[config.mk]
export PLATFORM = sky130hd
export DESIGN_NAME = fazyrv_rf_seq_flat
export DESIGN_NICKNAME = d
export VERILOG_FILES = /design/src/rtl/fazyrv_rf_seq_if.sv /design/src/rtl/fazyrv_rf_seq.sv /design/src/flat_wrapper.sv
export SDC_FILE = /design/constraint.sdc
export NUM_CORES = 1
export LEC_CHECK = 0
export CORE_AREA = 2 2 107 109
export DETAILED_ROUTE_END_ITERATION = 8
export DIE_AREA = 0 0 109 111
export HOLD_SLACK_MARGIN = 0.05
export PLACE_DENSITY = 0.76
export SLEW_MARGIN = 20
export SYNTH_ARGS = -nofsm -noshare
export SYNTH_HDL_FRONTEND = slang
export SYNTH_SLANG_ARGS = --single-unit
[constraint.sdc]
create_clock -name clk_i -period 1.85 [get_ports clk_i]
set_clock_uncertainty 0.1 [all_clocks]
set_input_delay 0.37 -clock clk_i [delete_from_list [all_inputs] [get_ports clk_i]]
set_output_delay 0.37 -clock clk_i [all_outputs]
set_load 0.05 [all_outputs]
[src/rtl/fazyrv_rf_seq_if.sv]
// Bundle between the register-file sequencer and its environment:
// request handshake, operand/result chunk stream and the dual-port register RAM.
interface fazyrv_rf_seq_if #(
  parameter int unsigned REGW      = 32,
  parameter int unsigned ADRW      = 5,
  parameter int unsigned CHUNKSIZE = 2
);
  logic                 start_i;
  logic [ADRW-1:0]      rs1_i;
  logic [ADRW-1:0]      rs2_i;
  logic [ADRW-1:0]      rd_i;
  logic                 wb_i;
  logic                 busy_o;
  logic                 op_vld_o;
  logic [CHUNKSIZE-1:0] rs1_chunk_o;
  logic [CHUNKSIZE-1:0] rs2_chunk_o;
  logic [CHUNKSIZE-1:0] res_chunk_i;
  logic                 done_o;
  logic                 ram_we_o;
  logic [ADRW-1:0]      ram_waddr_o;
  logic [REGW-1:0]      ram_wdata_o;
  logic [ADRW-1:0]      ram_raddr_a_o;
  logic [REGW-1:0]      ram_rdata_a_i;
  logic [ADRW-1:0]      ram_raddr_b_o;
  logic [REGW-1:0]      ram_rdata_b_i;

  // The sequencer initiates all RAM traffic.
  modport master (
    input  start_i, rs1_i, rs2_i, rd_i, wb_i, res_chunk_i, ram_rdata_a_i, ram_rdata_b_i,
    output busy_o, op_vld_o, rs1_chunk_o, rs2_chunk_o, done_o,
    output ram_we_o, ram_waddr_o, ram_wdata_o, ram_raddr_a_o, ram_raddr_b_o
  );

  modport slave (
    output start_i, rs1_i, rs2_i, rd_i, wb_i, res_chunk_i, ram_rdata_a_i, ram_rdata_b_i,
    input  busy_o, op_vld_o, rs1_chunk_o, rs2_chunk_o, done_o,
    input  ram_we_o, ram_waddr_o, ram_wdata_o, ram_raddr_a_o, ram_raddr_b_o
  );
endinterface

[src/rtl/fazyrv_rf_seq.sv]
// Register-file access sequencer: reads rs1/rs2, streams them LSB-first in chunks,
// collects the ALU result chunks and writes the assembled word back to rd.
module fazyrv_rf_seq #(
  parameter int unsigned REGW      = 32,
  parameter int unsigned ADRW      = 5,
  parameter int unsigned CHUNKSIZE = 2
) (
  input logic                clk_i,
  input logic                rst_in,
  fazyrv_rf_seq_if.master    bus
);

  localparam int unsigned N    = REGW / CHUNKSIZE;
  localparam int unsigned CntW = (N > 1) ? $clog2(N) : 1;

  typedef enum logic [2:0] {StIdle, StRead, StLoad, StShift, StWrite} state_e;

  state_e          state_q, state_d;
  logic [ADRW-1:0] rs1_q, rs1_d;
  logic [ADRW-1:0] rs2_q, rs2_d;
  logic [ADRW-1:0] rd_q, rd_d;
  logic            wb_q, wb_d;
  logic [REGW-1:0] op1_q, op1_d;
  logic [REGW-1:0] op2_q, op2_d;
  logic [REGW-1:0] res_q, res_d;
  logic [CntW-1:0] cnt_q, cnt_d;

  always_ff @(posedge clk_i or negedge rst_in) begin
    if (!rst_in) begin
      state_q <= StIdle;
      rs1_q   <= '0;
      rs2_q   <= '0;
      rd_q    <= '0;
      wb_q    <= 1'b0;
      op1_q   <= '0;
      op2_q   <= '0;
      res_q   <= '0;
      cnt_q   <= '0;
    end else begin
      state_q <= state_d;
      rs1_q   <= rs1_d;
      rs2_q   <= rs2_d;
      rd_q    <= rd_d;
      wb_q    <= wb_d;
      op1_q   <= op1_d;
      op2_q   <= op2_d;
      res_q   <= res_d;
      cnt_q   <= cnt_d;
    end
  end

  always_comb begin
    state_d = state_q;
    rs1_d   = rs1_q;
    rs2_d   = rs2_q;
    rd_d    = rd_q;
    wb_d    = wb_q;
    op1_d   = op1_q;
    op2_d   = op2_q;
    res_d   = res_q;
    cnt_d   = cnt_q;
    unique case (state_q)
      StIdle: begin
        if (bus.start_i) begin
          rs1_d   = bus.rs1_i;
          rs2_d   = bus.rs2_i;
          rd_d    = bus.rd_i;
          wb_d    = bus.wb_i;
          state_d = StRead;
        end
      end
      StRead: state_d = StLoad;
      StLoad: begin
        op1_d   = bus.ram_rdata_a_i;
        op2_d   = bus.ram_rdata_b_i;
        res_d   = '0;
        cnt_d   = '0;
        state_d = StShift;
      end
      StShift: begin
        op1_d = op1_q >> CHUNKSIZE;
        op2_d = op2_q >> CHUNKSIZE;
        // Result fills from the top so the first chunk ends up in the LSBs.
        res_d = {bus.res_chunk_i, res_q[REGW-1:CHUNKSIZE]};
        cnt_d = cnt_q + CntW'(1);
        if (cnt_q == CntW'(N - 1)) state_d = StWrite;
      end
      StWrite: state_d = StIdle;
      default: state_d = StIdle;
    endcase
  end

  assign bus.busy_o        = (state_q != StIdle);
  assign bus.op_vld_o      = (state_q == StShift);
  assign bus.rs1_chunk_o   = op1_q[CHUNKSIZE-1:0];
  assign bus.rs2_chunk_o   = op2_q[CHUNKSIZE-1:0];
  assign bus.done_o        = (state_q == StWrite);
  // x0 is hardwired to zero and must never be written.
  assign bus.ram_we_o      = (state_q == StWrite) && wb_q && (rd_q != '0);
  assign bus.ram_waddr_o   = rd_q;
  assign bus.ram_wdata_o   = res_q;
  assign bus.ram_raddr_a_o = rs1_q;
  assign bus.ram_raddr_b_o = rs2_q;

endmodule

[src/flat_wrapper.sv]
// flat-port wrapper written by rule: the top's interface ports become plain ports
module fazyrv_rf_seq_flat 
#(
  parameter int unsigned REGW      = 32,
  parameter int unsigned ADRW      = 5,
  parameter int unsigned CHUNKSIZE = 2
)
  (clk_i, rst_in, bus_start_i, bus_rs1_i, bus_rs2_i, bus_rd_i, bus_wb_i, bus_res_chunk_i, bus_ram_rdata_a_i, bus_ram_rdata_b_i, bus_busy_o, bus_op_vld_o, bus_rs1_chunk_o, bus_rs2_chunk_o, bus_done_o, bus_ram_we_o, bus_ram_waddr_o, bus_ram_wdata_o, bus_ram_raddr_a_o, bus_ram_raddr_b_o);
  fazyrv_rf_seq_if #(.REGW(REGW), .ADRW(ADRW), .CHUNKSIZE(CHUNKSIZE)) bus_i ();
  input logic clk_i;
  input logic rst_in;
  input wire logic [$bits(bus_i.start_i)-1:0] bus_start_i;
  input wire logic [$bits(bus_i.rs1_i)-1:0] bus_rs1_i;
  input wire logic [$bits(bus_i.rs2_i)-1:0] bus_rs2_i;
  input wire logic [$bits(bus_i.rd_i)-1:0] bus_rd_i;
  input wire logic [$bits(bus_i.wb_i)-1:0] bus_wb_i;
  input wire logic [$bits(bus_i.res_chunk_i)-1:0] bus_res_chunk_i;
  input wire logic [$bits(bus_i.ram_rdata_a_i)-1:0] bus_ram_rdata_a_i;
  input wire logic [$bits(bus_i.ram_rdata_b_i)-1:0] bus_ram_rdata_b_i;
  output wire logic [$bits(bus_i.busy_o)-1:0] bus_busy_o;
  output wire logic [$bits(bus_i.op_vld_o)-1:0] bus_op_vld_o;
  output wire logic [$bits(bus_i.rs1_chunk_o)-1:0] bus_rs1_chunk_o;
  output wire logic [$bits(bus_i.rs2_chunk_o)-1:0] bus_rs2_chunk_o;
  output wire logic [$bits(bus_i.done_o)-1:0] bus_done_o;
  output wire logic [$bits(bus_i.ram_we_o)-1:0] bus_ram_we_o;
  output wire logic [$bits(bus_i.ram_waddr_o)-1:0] bus_ram_waddr_o;
  output wire logic [$bits(bus_i.ram_wdata_o)-1:0] bus_ram_wdata_o;
  output wire logic [$bits(bus_i.ram_raddr_a_o)-1:0] bus_ram_raddr_a_o;
  output wire logic [$bits(bus_i.ram_raddr_b_o)-1:0] bus_ram_raddr_b_o;
  assign bus_i.start_i = bus_start_i;
  assign bus_i.rs1_i = bus_rs1_i;
  assign bus_i.rs2_i = bus_rs2_i;
  assign bus_i.rd_i = bus_rd_i;
  assign bus_i.wb_i = bus_wb_i;
  assign bus_i.res_chunk_i = bus_res_chunk_i;
  assign bus_i.ram_rdata_a_i = bus_ram_rdata_a_i;
  assign bus_i.ram_rdata_b_i = bus_ram_rdata_b_i;
  assign bus_busy_o = bus_i.busy_o;
  assign bus_op_vld_o = bus_i.op_vld_o;
  assign bus_rs1_chunk_o = bus_i.rs1_chunk_o;
  assign bus_rs2_chunk_o = bus_i.rs2_chunk_o;
  assign bus_done_o = bus_i.done_o;
  assign bus_ram_we_o = bus_i.ram_we_o;
  assign bus_ram_waddr_o = bus_i.ram_waddr_o;
  assign bus_ram_wdata_o = bus_i.ram_wdata_o;
  assign bus_ram_raddr_a_o = bus_i.ram_raddr_a_o;
  assign bus_ram_raddr_b_o = bus_i.ram_raddr_b_o;
  fazyrv_rf_seq #(.REGW(REGW), .ADRW(ADRW), .CHUNKSIZE(CHUNKSIZE)) u_core (.clk_i(clk_i), .rst_in(rst_in), .bus(bus_i));
endmodule
After elaboration in Yosys (flattened, before gate mapping)

Index checks and enable logic that the tools add are counted.

Add/subtract/negate cells: 1
Equal/unequal tests: 7
Multiplexer cells: 7
Reduce and logical (&&, ||, !) cells: 8

Operators with widths:

| kind                                          | count |
|---|---|
| case mux 32 bit (2 select lines)              | 3 |
| case mux 3 bit (4 select lines)               | 1 |
| case mux 4 bit (2 select lines)               | 1 |
| == test 3 x 2 -> 1 bit, second input constant | 2 |
| 2-to-1 mux 3 bit                              | 2 |
| nonzero test 5 bit                            | 1 |
| adder 4 x 1 -> 4 bit, second input constant   | 1 |
| == test 4 bit, second input constant          | 1 |
| AND reduction 2 bit                           | 2 |
| == test 3 x 1 -> 1 bit, second input constant | 1 |
| == test 3 bit, second input constant          | 1 |
| logical NOT 3 bit                             | 1 |
| nonzero test 3 bit                            | 1 |
| logical AND 1 bit                             | 2 |
| != test 2 x 1 -> 1 bit, second input constant | 1 |
| != test 2 bit, second input constant          | 1 |
| nonzero test 2 bit                            | 1 |

Register bits: 119
Output and inout port bits: 55
Word-level logic and storage cells: 32

Logic depth before layout (Yosys ltp)

Word-level depth: 3
Gate-level depth with buffers: 7

Worst setup path after synthesis

Ideal clock, no wire load.

Kind: reg2out
From: reg u_core.state_q[0]
To: out bus_ram_we_o
Data arrival time: 1.764 ns
Required time: 1.380 ns
Setup slack: -0.384 ns
Stages on the path, launching flop included: 6
Path buffers: 2
Cell sequence: dfrtp_1 -> clkbuf_1 -> buf_2 -> nor2_1 -> and2_1 -> o311a_1

Cells in the longest elaborated chain, start to end: 3

Ends and longest elaborated chain:

| what                           | line                | text |
|---|---|---|
| start: declaration             | fazyrv_rf_seq.sv:18 | `state_e state_q, state_d;` |
| start signal: assignment       | fazyrv_rf_seq.sv:30 | `state_q <= StIdle;` |
| start signal: assignment       | fazyrv_rf_seq.sv:40 | `state_q <= state_d;` |
| == test 3 bit                  | n/a                 |  |
| net bus_done_o                 | flat_wrapper.sv:24  | `output wire logic [$bits(bus_i.done_o)-1:0] bus_done_o;` |
| logical AND 1 bit (2 in a row) | fazyrv_rf_seq.sv:99 | `assign bus.ram_we_o = (state_q == StWrite) && wb_q && (rd_q != '0);` |
| end: declaration               | flat_wrapper.sv:25  | `output wire logic [$bits(bus_i.ram_we_o)-1:0] bus_ram_we_o;` |

The timed path passes the listed nets, and every way through them passes these cells.

Final worst setup path

From: reg u_core.rd_q[1], in the netlist u_core.bus.ram_waddr_o[1]
To: out bus_ram_we_o

Cells in the longest elaborated chain, start to end: 2

Ends and longest elaborated chain:

| what                     | line                | text |
|---|---|---|
| start: declaration       | fazyrv_rf_seq.sv:21 | `logic [ADRW-1:0] rd_q, rd_d;` |
| start signal: assignment | fazyrv_rf_seq.sv:43 | `rd_q <= rd_d;` |
| nonzero test 5 bit       | fazyrv_rf_seq.sv:99 |  |
| logical AND 1 bit        | fazyrv_rf_seq.sv:99 |  |

Every way passes these cells.

==> metrics list <==
- Outcome: finished, violations left
* Failing checks: setup timing
* Maximum vdd ir drop: approximately 0.0014 V
* Count of different cell masters after synthesis: 26
- Of the cells placed in the final design, the portion with a size suffix greater than 1 is about 19%.
* Number of sinks handled by clock tree synthesis: between 100 and 150
- Counting I/O delays and the setup requirement, the final critical path takes 2.10 ns.
- Cell Rows: 39
- After clock tree synthesis, the clock-pin slew on the worst setup and hold paths is about 0.05 ns.
- CTS placed an instance of sky130_fd_sc_hd__clkbuf_16 at the clock tree root.
- The layout has between 800 and 900 filler cells.
- The total overflow left after global routing is 0.
- Detailed Route Iter0 Violations: ~150
- Critical setup path kind: flop to primary output
- In this run the number of H-tree levels came out at 4.
* Wire length of the first global-routing pass: approximately 19 mm
- Inserted Diodes: 0
* Die boundary width: between 100 and 150 um
- Most used DFF post-synth: sky130_fd_sc_hd__dfrtp_1
* Bufs on Longest Clock Path: 2
- In this run, placement finished with an instance count of 745.
- Number of global-route vias before repair: 3946
- Clock buffer count from CTS: 17
- The floorplan step defined a die boundary enclosing between 10000 and 15000 um^2.
* Total via count after detailed routing: just under 4000
- Sequential-to-total area share from yosys stat: ~58%
- At the end of routability-driven placement, the weighted congestion stood at slightly above 0.7.
- The final max-slew violation count came to 0.
- In the synthesized netlist, the number of instances is between 400 and 500.
- Post-Syn Nets: slightly below 600
- Tightest Pin Transition: just under 0.4 ns
- Combined global-route utilization of all metal layers: between 20% and 30%
- Setup repair after global routing could not meet its margin everywhere.
- Post-synth EDFFs: 0
- In the final routed layout, each cell accounts on average for roughly 15 um.
* Final cell count without fillers: between 700 and 800
- Endpoint kind of the worst setup timing path: primary output
- Highest-utilization routing layer at the global route stage: met2
- Derived from the worst setup path, the maximum achievable clock frequency is 0.476 GHz.
* CP max FO: 2
* Post-synthesis area per instance: 10.4 um^2
* Post-detailed-route DRC marker count: 0
* Leading cell types in the layout, fill and taps excluded: 134 x sky130_fd_sc_hd__nand2_1, 118 x sky130_fd_sc_hd__dfrtp_1, 99 x sky130_fd_sc_hd__o21ai_0
- After synthesis the cells add up to between 5000 and 6000 um^2.
- Worst-skew pair later-pin latency: roughly 0.4 ns
* Final setup margin: -0.252 ns
- Clock tree from TritonCTS: done
* Final critical-path share of the clock period: 114%
- Initial Utilization: approximately 46%
- Initial antenna violation count: 0
- Met1 usage in global routing: around 27%
* Largest net degree at the start of global routing: ~100
- The routed design has between 10 and 15 mm of wire.
- Final setup fails: 11
- TritonRoute pass-1 iters: 5
- The final count of hold timing violations is 0.
* Data required, critical path: 1.38 ns
- Power spread over the standard cell area amounts to approximately 1800 nW/um^2.
- # port buffers: between 100 and 150
- Area Overhead vs Synth: 43.3%
* Tightest Hold Check Type: input pin to asynchronous set/reset pin
* I/O pin count: 140
- Counting flops with an async set or reset pin after synthesis yields a share of 100%.
- In the global route stage, met2 resource usage came out at between 30% and 40%.
- Max-cap violations in this run came to 0.
- Endpoint arrival time on the critical path: about 1.6 ns
- CP startpoint kind: flop
- Dividing the detail-routed via count by the number of cells gives between 4 and 5.
- In this run, synthesis produced a sequential element count of about 120.
* Reported leakage power: 0.00362 uW
* Number of nets with antenna violations after routing: 0
- OpenSTA, run right after detailed placement, puts the worst setup slack at -0.00553 ns.
* Most common cell after layout, fill and taps aside: sky130_fd_sc_hd__nand2_1
- Total of warnings raised by yosys: 0
- The core region is around 11000 um^2.
* Worst slew margin relative to its limit: 73.5%
- Fraction of met3 tracks used by global routing: roughly 7.6%
* Final HPWL from detailed placement: 7.61 mm
- Number of nets in the finished design: approximately 720
* Chip height: 111 um
## metrics by stage
stage | power [uW] | util [%] | hold slack (ns) | setup TNS, ns | area, um^2
global placement | 9400 | 59.2 | 0.210 | 0 | 6560
CTS | 13000 | 65.3 | 0.373 | -1.40 | 7230
detailed placement | 9620 | 59.2 | 0.213 | -0.0130 | 6560
floorplan | 8020 | - | -0.0256 | 0 | 5160
global route | 13900 | 66.6 | 0.399 | -1.24 | 7370
finish | 13100 | 66.6 | 0.379 | -0.528 | 7370
## sequential cells by signal, indices dropped and copies added (netlist names)
register                  flops
u_core.bus.ram_raddr_a_o      5
u_core.bus.ram_raddr_b_o      5
u_core.bus.ram_waddr_o        5
u_core.bus.ram_wdata_o       32
u_core.cnt_q                  4
u_core.op1_q                 32
u_core.op2_q                 32
u_core.state_q                3
u_core.wb_q                   1
## worst max-delay path, cell delays in order (launching register included)
cell,delay (ns)
sky130_fd_sc_hd__dfrtp_1,0.37
sky130_fd_sc_hd__or3_4,0.39
sky130_fd_sc_hd__o311a_4,0.32
sky130_fd_sc_hd__buf_12,0.15
## layout make-up
cell class              instances  area (um^2)  area share (%)
well taps                     143          179            2.43
multi-input cells             336         2070            28.1
clock inverters                 8         96.3            1.31
flip-flops and latches        119         2980            40.4
repair buffers                156         1560            21.1
clock buffers                  24          482            6.53
inverters                       2         7.51           0.102
## power breakdown
| group | leakage (uW) | internal (uW) | switching (uW) |
|---|---|---|---|
| logic | 0.00181 | 2170 | 3460 |
| registers | 0.00152 | 3610 | 666 |
| clock network | 0.000284 | 2080 | 1100 |
| total | 0.00362 | 7870 | 5220 |
## what timing repair did
item | 4_1_cts | 5_1_grt
hold buffers | 1 | 0
setup buffers | 4 | 3
gates resized for setup | 5 | 19
hold endpoints to repair | 23 | 0
pin swaps | 1 | 2
cloned | 1 | 2
setup endpoints to repair | 4 | 20
## cells in the mapped netlist (2+ instances only)
| library cell | n | share of area, % |
|---|---|---|
| sky130_fd_sc_hd__nand2_1 | 134 | 9.8 |
| sky130_fd_sc_hd__dfrtp_1 | 119 | 58 |
| sky130_fd_sc_hd__o21ai_0 | 99 | 9.6 |
| sky130_fd_sc_hd__mux2i_1 | 60 | 12 |
| sky130_fd_sc_hd__clkbuf_1 | 23 | 1.7 |
| sky130_fd_sc_hd__mux2_2 | 15 | 3.3 |
| sky130_fd_sc_hd__buf_2 | 9 | 0.88 |
| sky130_fd_sc_hd__nand2b_1 | 7 | 0.85 |
| sky130_fd_sc_hd__buf_4 | 4 | 0.58 |
| sky130_fd_sc_hd__nand3_1 | 4 | 0.39 |
| sky130_fd_sc_hd__buf_6 | 3 | 0.66 |
| sky130_fd_sc_hd__nor2_1 | 3 | 0.22 |
| sky130_fd_sc_hd__inv_1 | 2 | 0.15 |
## layer usage
metal	up-vias	wire length (um)	share of wire, %
met5	-	0	0
met4	0	89	0.73
met3	9	1030	8.5
met2	123	5760	47
met1	1849	5310	44
li1	1942	-	-
## cell families after synthesis
group | count (synthesis) | synth area share, %
and+or+nand+nor | 155 | 12.5
adders and majority gates | 1 | 0.243
buffers and inverters | 41 | 3.94
muxes | 76 | 15.2
DFF | 119 | 57.9
AOI/OAI and AO/OA | 103 | 10.2
## final timing paths
path,startpoint,end,slack (ns),cells past startpoint
worst max-delay path,u_core.bus.ram_waddr_o[1]$_DFFE_PN0P_,bus_ram_we_o,-0.25,3
worst min-delay path,rst_in,u_core.op2_q[9]$_DFFE_PN0P_,0.38,2
worst max register to register,u_core.state_q[0]$_DFFE_PN0P_,u_core.bus.ram_waddr_o[2]$_DFFE_PN0P_,-0.01,4
worst min register to register,u_core.op2_q[22]$_DFFE_PN0P_,u_core.op2_q[22]$_DFFE_PN0P_,0.38,2
max in group asynchronous,rst_in,u_core.bus.ram_wdata_o[22]$_DFFE_PN0P_,0.66,3
min in group clk_i,u_core.op2_q[22]$_DFFE_PN0P_,u_core.op2_q[22]$_DFFE_PN0P_,0.38,2
Power figures use the tool's default switching activity.
